[config.mk]
export PLATFORM = sky130hd
export DESIGN_NAME = seq_subtractor_flat
export DESIGN_NICKNAME = d
export VERILOG_FILES = /design/src/rtl/seq_subtractor_if.sv /design/src/rtl/seq_subtractor.sv /design/src/flat_wrapper.sv
export SDC_FILE = /design/constraint.sdc
export NUM_CORES = 1
export LEC_CHECK = 0
export CORE_MARGIN = 2
export CORE_UTILIZATION = 30
export CTS_BUF_LIST = sky130_fd_sc_hd__clkbuf_8
export DETAILED_ROUTE_END_ITERATION = 10
export SYNTH_ARGS = -nofsm -noshare
export SYNTH_HDL_FRONTEND = slang
export SYNTH_SLANG_ARGS = --single-unit
[constraint.sdc]
create_clock -name clk -period 4.6 [get_ports clk]
set_input_delay 0.92 -clock clk [delete_from_list [all_inputs] [get_ports clk]]
set_output_delay 0.92 -clock clk [all_outputs]
set_load 0.03 [all_outputs]
[src/rtl/seq_subtractor_if.sv]
// Start/done handshake bundle for seq_subtractor: operands in, result and status out.
interface seq_subtractor_if #(parameter int WIDTH = 16);
    logic             start;
    logic [WIDTH-1:0] in1;
    logic [WIDTH-1:0] in2;
    logic             bin;
    logic             busy;
    logic             done;
    logic [WIDTH-1:0] diff;
    logic             bout;
    logic             ovf;

    modport master (output start, in1, in2, bin, input busy, done, diff, bout, ovf);
    modport slave  (input start, in1, in2, bin, output busy, done, diff, bout, ovf);
endinterface

[src/rtl/seq_subtractor.sv]
// Multi-cycle subtractor: diff = in1 - in2 - bin, one 4-bit slice per clock, LSB slice first,
// with a registered borrow rippling between slices.
module seq_subtractor #(
    parameter int WIDTH = 16
) (
    input logic              clk,
    input logic              rst,
    seq_subtractor_if.slave  bus
);
    localparam int SLICES = WIDTH / 4;
    localparam int IW     = (SLICES > 1) ? $clog2(SLICES) : 1;

    typedef enum logic {IDLE, RUN} state_t;

    state_t                 state, state_next;
    logic [IW-1:0]          idx;
    logic                   brw;
    logic [SLICES-1:0][3:0] a, b, acc, acc_next;
    logic [4:0]             slice;
    logic                   accept, last;
    logic                   done_r, bout_r, ovf_r;
    logic [WIDTH-1:0]       diff_r;

    always_ff @(posedge clk or posedge rst) begin
        if (rst) state <= IDLE;
        else     state <= state_next;
    end

    always_comb begin
        state_next = state;
        accept     = 1'b0;
        last       = (idx == IW'(SLICES - 1));
        case (state)
            IDLE: if (bus.start) begin
                accept     = 1'b1;
                state_next = RUN;
            end
            RUN:  if (last) state_next = IDLE;
            default: state_next = IDLE;
        endcase
        // 5-bit subtract: bit 4 is the slice borrow-out
        slice           = {1'b0, a[idx]} - {1'b0, b[idx]} - {4'b0, brw};
        acc_next        = acc;
        acc_next[idx]   = slice[3:0];
    end

    always_ff @(posedge clk or posedge rst) begin
        if (rst) begin
            a      <= '0;
            b      <= '0;
            acc    <= '0;
            brw    <= 1'b0;
            idx    <= '0;
            done_r <= 1'b0;
            diff_r <= '0;
            bout_r <= 1'b0;
            ovf_r  <= 1'b0;
        end else begin
            done_r <= 1'b0;
            if (accept) begin
                a   <= bus.in1;
                b   <= bus.in2;
                brw <= bus.bin;
                idx <= '0;
            end else if (state == RUN) begin
                acc <= acc_next;
                brw <= slice[4];
                idx <= last ? '0 : idx + 1'b1;
                // Results are only published on the final slice, so outputs never show partials
                if (last) begin
                    done_r <= 1'b1;
                    diff_r <= acc_next;
                    bout_r <= slice[4];
                    ovf_r  <= (a[SLICES-1][3] != b[SLICES-1][3]) &&
                              (acc_next[SLICES-1][3] != a[SLICES-1][3]);
                end
            end
        end
    end

    assign bus.busy = (state == RUN);
    assign bus.done = done_r;
    assign bus.diff = diff_r;
    assign bus.bout = bout_r;
    assign bus.ovf  = ovf_r;
endmodule

[src/flat_wrapper.sv]
// flat-port wrapper written by rule: the top's interface ports become plain ports
module seq_subtractor_flat 
#(
    parameter int WIDTH = 16
)
  (clk, rst, bus_start, bus_in1, bus_in2, bus_bin, bus_busy, bus_done, bus_diff, bus_bout, bus_ovf);
  seq_subtractor_if #(.WIDTH(WIDTH)) bus_i ();
  input logic clk;
  input logic rst;
  input wire logic [$bits(bus_i.start)-1:0] bus_start;
  input wire logic [$bits(bus_i.in1)-1:0] bus_in1;
  input wire logic [$bits(bus_i.in2)-1:0] bus_in2;
  input wire logic [$bits(bus_i.bin)-1:0] bus_bin;
  output wire logic [$bits(bus_i.busy)-1:0] bus_busy;
  output wire logic [$bits(bus_i.done)-1:0] bus_done;
  output wire logic [$bits(bus_i.diff)-1:0] bus_diff;
  output wire logic [$bits(bus_i.bout)-1:0] bus_bout;
  output wire logic [$bits(bus_i.ovf)-1:0] bus_ovf;
  assign bus_i.start = bus_start;
  assign bus_i.in1 = bus_in1;
  assign bus_i.in2 = bus_in2;
  assign bus_i.bin = bus_bin;
  assign bus_busy = bus_i.busy;
  assign bus_done = bus_i.done;
  assign bus_diff = bus_i.diff;
  assign bus_bout = bus_i.bout;
  assign bus_ovf = bus_i.ovf;
  seq_subtractor #(.WIDTH(WIDTH)) u_core (.clk(clk), .rst(rst), .bus(bus_i));
endmodule
* After elaboration in Yosys (flattened, before gate mapping)
Index checks and enable logic that the tools add are counted.
Cells by class: add/subtract/negate cells 3, $lt $le $gt $ge 2, eq/ne operators 3, multiplexer cells 19, bitwise logic cells 2, reductions and logical operators 5
Operators with widths (count):
- binary-select mux 4 bit (select 2 bit) | 2
- bitwise mux 16 bit | 1
- two-way mux 4 bit | 3
- demux 4 bit (select 2 bit) | 1
- two-way mux 1 bit | 8
- two-way mux 2 bit | 3
- subtractor 4 x 4 -> 5 bit | 1
- subtractor 5 x 1 -> 5 bit | 1
- < comparator 2 x 3 -> 1 bit (second input constant) | 1
- AND reduction 3 bit | 1
- adder 2 x 1 -> 2 bit (second input constant) | 1
- equality test 2 bit (second input constant) | 1
- greater-or-equal comparator 2 x 1 -> 1 bit (second input constant) | 1
- logical AND 1 bit | 2
- != test 1 bit | 2
- NOT 1 bit | 2
- one-hot mux 1 bit (2 select lines) | 1
- AND reduction 2 bit | 1
- nonzero test 2 bit | 1
Storage, ports and cells: flip-flop bits (word level) 71, input bits 36, output and inout port bits 20, word-level logic and storage cells 53

* Depth between registers and ports, before layout
word-level depth 7, depth in mapped cells 10, depth with buffers taken out 9

* Worst setup path after synthesis
OpenSTA, ideal clock, no wires.
kind register -> register, start reg u_core.idx[0], end reg u_core.ovf_r, in the netlist u_core.bus.ovf, library setup time 0.126 ns, arrival time 3.122 ns, data required time 4.474 ns, setup slack 1.352 ns, stages on the path, launching flop included 10, buffers on the path 1, clock period less this slack 3.248 ns, cells stage by stage dfrtp_1 buf_2 mux4_2 fa_1 inv_1 ha_1 or4b_1 o221a_4 and3_1 a221o_1
Between the ends: word-level cells in the longest chain between the ends 7, elaborated cells on any way between the ends 16, classes of those cells 2 x add/sub; 2 x order compare; 2 x eq/ne; 7 x mux; 3 x reduce/logical
Ends and longest elaborated chain:
- start, declared | RTL line seq_subtractor.sv:16 | logic [IW-1:0] idx;
- start signal, assigned | RTL line seq_subtractor.sv:68 | idx <= last ? '0 : idx + 1'b1;
- binary-select mux 4 bit (select 2 bit) (tied with other cells) | RTL line seq_subtractor.sv:42 | slice = {1'b0, a[idx]} - {1'b0, b[idx]} - {4'b0, brw};
- two-way mux 4 bit (implied by the code) / logical AND 1 bit (equally long branches) | RTL line seq_subtractor.sv:42, seq_subtractor.sv:44
- subtractor 4 x 4 -> 5 bit / two-way mux 4 bit (equally long branches) | RTL line seq_subtractor.sv:42, seq_subtractor.sv:44
- subtractor 5 x 1 -> 5 bit / demux 4 bit (select 2 bit) (equally long branches)
- bitwise mux 16 bit | RTL line seq_subtractor.sv:44 | acc_next[idx] = slice[3:0];
- != test 1 bit | RTL line seq_subtractor.sv:75 | (acc_next[SLICES-1][3] != a[SLICES-1][3]);
- logical AND 1 bit | RTL line seq_subtractor.sv:74 | ovf_r <= (a[SLICES-1][3] != b[SLICES-1][3]) &&
- end signal, assigned | RTL line seq_subtractor.sv:74
- end, declared | RTL line seq_subtractor.sv:21 | logic done_r, bout_r, ovf_r;
Parallel ways exist; a longest one is shown, timed or not. The select of a mux whose other input is x is not followed. A chain may end at the register's enable or synchronous reset.

* Worst setup path in the final report
Same ends and word-level chain as after synthesis.

==> results.env <==
YOSYS-TOP-CELLS-AREA='dfrtp_1 (54%), mux2_2 (12%), mux4_2 (5.1%), o21ai_0 (4.7%), nand2_1 (4.1%)'
BUFFER_PORTS.INSERTED=55
SEQ_AREA_MM2=0.001677
CTS-RESIZED-GATES=0
HOLD_BUFFERS=0
R2R_START='u_core.idx[0]$_DFFE_PP0P_'
FILLERINSTANCES=1043
FMAX_MHz=284.5
DIODES=0
BOUNDARYPINS=56
WORST-SLEW-PIN-TRANSITION_NS=1.002
DIE_HEIGHT_UM=105.8
DRIVE_GT1_SHARE_PCT=19.17
NNETSFINAL=354
AREA_GROWTH_SYN_TO_LAYOUT_PCT=27.94
FINAL-SETUP-VIOL-COUNT=0
WORSTPATHARRIVAL_NS=3.73
VIASPERCELL=4.584
CTS-BUFFERS-INSERTED=9
INITIAL_UTILIZATION_PCT=30.52
DRT_DRC_VIOLATIONS_LEFT=0
CRITICAL-PATH-MAX-STAGE-DELAY_NS=0.82
DRTPASS1ITERATIONS=4
MIN_PERIOD_OVER_PERIOD_PCT=76.41
SINKS_ON_THE_CLOCK_NET=67
MAX_SLEW_VIOLATION_TOTAL_FROM_THE_FINAL_REPORT=0
RUN_STATUS='complete, no violations'
PLACE_HPWL_UM=4709
SYNTH_SEQ_CELLS=67
SUM_OF_BUFFERS_AND_INVERTERS_ON_THE_CRITICAL_PATH=1
ASYNC_RESET_FF_SHARE_PCT=100.0
TIMING.SETUP.CRITICAL_PATH_CLASS='reg2reg'
CLK-INSERTION-DELAY-LATE_NS=0.34
SYN_AREA_PER_CELL_UM2=12.24
CRIT_CHAIN='mux4_2 > fa_1 > inv_1 > ha_1 > or4b_1 > o221a_4 > and3_1 > a221o_1'
SYNTH_WARNINGS=0
ROWS=37
TIMING.SLEW.HEADROOM_PCT=33.07
SYNTH_CELL_TYPE_COUNT=35
CP_TOP_FAMILY='flip-flops'
CLOCK_PATH_BUFFERS=2
FP.DIEAREA_MM2=0.01119
FF2FF_PATH_DEPTH=8
ANT_NETS=0
NETLIST_AREA_MM2=0.003108
AVERAGE_DETAILED_ROUTED_WIRE_LENGTH_PER_INSTANCE_UM=14.29
MOST_FREQUENT_STANDARD_CELL_IN_THE_LAYOUT_EXCLUDING_FILL_AND_TAP_CELLS='dfrtp_1'
POSTSYNTHCELLCOUNT=254
GP_CONGESTION=0.7608
POST-SYNTH-TOP-AREA-CELL='dfrtp_1'
GLOBAL_ROUTE_WIRE_LENGTH_BEFORE_REPAIR_UM=11140
SETUP.REG_TO_REG.WORST_SLACK_NS=1.09
GRT-OVFL-TOTAL=0
WORST-ENDPOINT-REQUIRED_NS=4.82
HOLD_VIOL=0
MULTI_INPUT_AREA_MM2=0.001316
STARTPOINT_TYPE='flop'
REG2REG_END='u_core.bus.ovf$_DFFE_PP0P_'
MIN-DELAY-START='u_core.acc[3]$_DFFE_PP0P_'
SYNTH_FF_TYPE='dfrtp_1'
CTS.CLK_SLEW.WORST_PATHS_NS=0.07
SYNTH_LARGEST_TYPE_AREA_FRACTION_PCT=53.95
GRT_PASS1_VIAS=2245
GR-USAGE-ALL-LAYERS_PCT=12.77
WHS_PATH_DEPTH=2
CTS_POST_SETUP_BUFFERS_INSERTED=0
GRT_START_MAX_NET_PINS=44
NET_COUNT_OF_THE_MAPPED_NETLIST=300
MIN_DELAY_WORST_ENDPOINT='u_core.acc[3]$_DFFE_PP0P_'
CRITPATHSLOWESTCELL='dfrtp_1'
FLOORPLAN_CORE_AREA_MM2=0.01018
SETUP_REPAIR_AFTER_GLOBAL_ROUTING_MISSED_ITS_MARGIN='no'
SYNTH.YOSYS.SEQ_AREA_SHARE_PCT=53.95
HOLD_PATH.CLASS='reg2reg'
HTREE_LEVELS=3
ROUTED-VIA-COUNT=2058
NUMBER_OF_ANTENNA_VIOLATIONS_AT_THE_FIRST_CHECK_IN_GLOBAL_ROUTING=0
CRITICAL_PATH.MAX_FANOUT=17
MAX-CAP-VIOLATIONS=0
FIN_SKEW_NS=0.007501
TRITONCTS='yes'
DRT-INITIAL-DRC-COUNT=87
TIMING.CRITICAL_PATH.TO_TYPE='flop'
FINAL.SETUP.TNS_NS=0
FINAL_CELL_MIX='dfrtp_1 (67), clkdlybuf4s50_1 (55), nand2_1 (34)'
FINALWIRELENGTH_UM=6414
SYNTH_EDF_COUNT=0
FINALCRITICALPERIOD_NS=3.515
CTS-ROOT-BUF='clkbuf_8'
DIEWIDTH_UM=105.8
==> area by class of cell <==
class	instances	area share, %
clock inverter	6	1.447
timing repair buffer	57	14.22
tap	136	4.279
multi-input combinational	159	33.10
inverter	14	1.322
clock buffer	10	3.461
sequential	67	42.16
==> per-stage QoR <==
step / cell area, um^2 / instances / utilization [%] / setup slack [ns] / hold slack, ns
final: 3976 / 449 / 39.04 / 1.085 / 0.4743
after global routing: 3976 / 449 / 39.04 / 0.9399 / 0.5107
after CTS: 3976 / 449 / 39.04 / 1.044 / 0.4792
after detailed placement: 3781 / 433 / 37.13 / 1.057 / 0.4638
after global placement: 3781 / 433 / 37.13 / 1.162 / 0.4562
after floorplan: 3108 / 254 / - / 1.352 / 0.4422
==> tightest hold or removal path: cells and delay by family, from the launching register on <==
| kind | cells | cell delay, ns |
|---|---|---|
| simple gates | 1 | 0.04 |
| flops | 1 | 0.34 |
| compound gates | 1 | 0.06 |
==> worst max path at each step <==
| stage | startpoint | endpoint | slack, ns | cells past startpoint |
|---|---|---|---|---|
| 5_1_grt | u_core.idx[0]$_DFFE_PP0P_ | u_core.bus.ovf$_DFFE_PP0P_ | 0.94 | 8 |
| 3_5_place_dp | u_core.idx[0]$_DFFE_PP0P_ | u_core.bus.ovf$_DFFE_PP0P_ | 1.06 | 8 |
| 6_report | u_core.idx[0]$_DFFE_PP0P_ | u_core.bus.ovf$_DFFE_PP0P_ | 1.09 | 8 |
| 3_3_place_gp | u_core.idx[0]$_DFFE_PP0P_ | u_core.bus.ovf$_DFFE_PP0P_ | 1.16 | 8 |
| 4_1_cts | u_core.idx[0]$_DFFE_PP0P_ | u_core.bus.ovf$_DFFE_PP0P_ | 1.04 | 8 |
| 2_1_floorplan | u_core.idx[0]$_DFFE_PP0P_ | u_core.bus.ovf$_DFFE_PP0P_ | 1.35 | 9 |
==> routing by layer <==
layer	track usage (%)	share of wire [%]	routed length, um
met5	0	0	0
met4	4.417	1.2	76
met2	20.18	47	3008
met3	3.587	5.8	371
met1	16.84	46	2958
==> logic make-up after synthesis <==
family	after synthesis	share of synthesized area, %
flip-flops	67	53.95
AND/OR/NAND/NOR	54	8.414
multiplexers	50	20.25
AO/OA/AOI/OAI	42	8.253
buffers and inverters	28	3.784
adder cells (fa/ha/maj)	10	4.509
XOR/XNOR	3	0.8456
==> flip-flops by register name (all words and copies together) (netlist names), 2 cells and up <==
register	count
u_core.a	16
u_core.acc	12
u_core.b	16
u_core.bus.diff	16
u_core.idx	2
==> synth_stat cells (2+ instances only) <==
| master | instances |
|---|---|
| dfrtp_1 | 67 |
| mux2_2 | 33 |
| fa_1 | 2 |
| buf_2 | 4 |
| nand2_1 | 34 |
| nand2b_1 | 2 |
| mux2i_1 | 10 |
| nand3b_1 | 2 |
| a21oi_1 | 3 |
| inv_1 | 14 |
| clkbuf_1 | 9 |
| xnor2_1 | 2 |
| nor2b_1 | 6 |
| a41oi_1 | 3 |
| mux4_2 | 7 |
| ha_1 | 8 |
| nor2_1 | 2 |
| o21ai_0 | 29 |
Power is left out: the tool's default activity adds up to more than one toggle a clock period on the data nets, which glitch-free logic cannot reach.
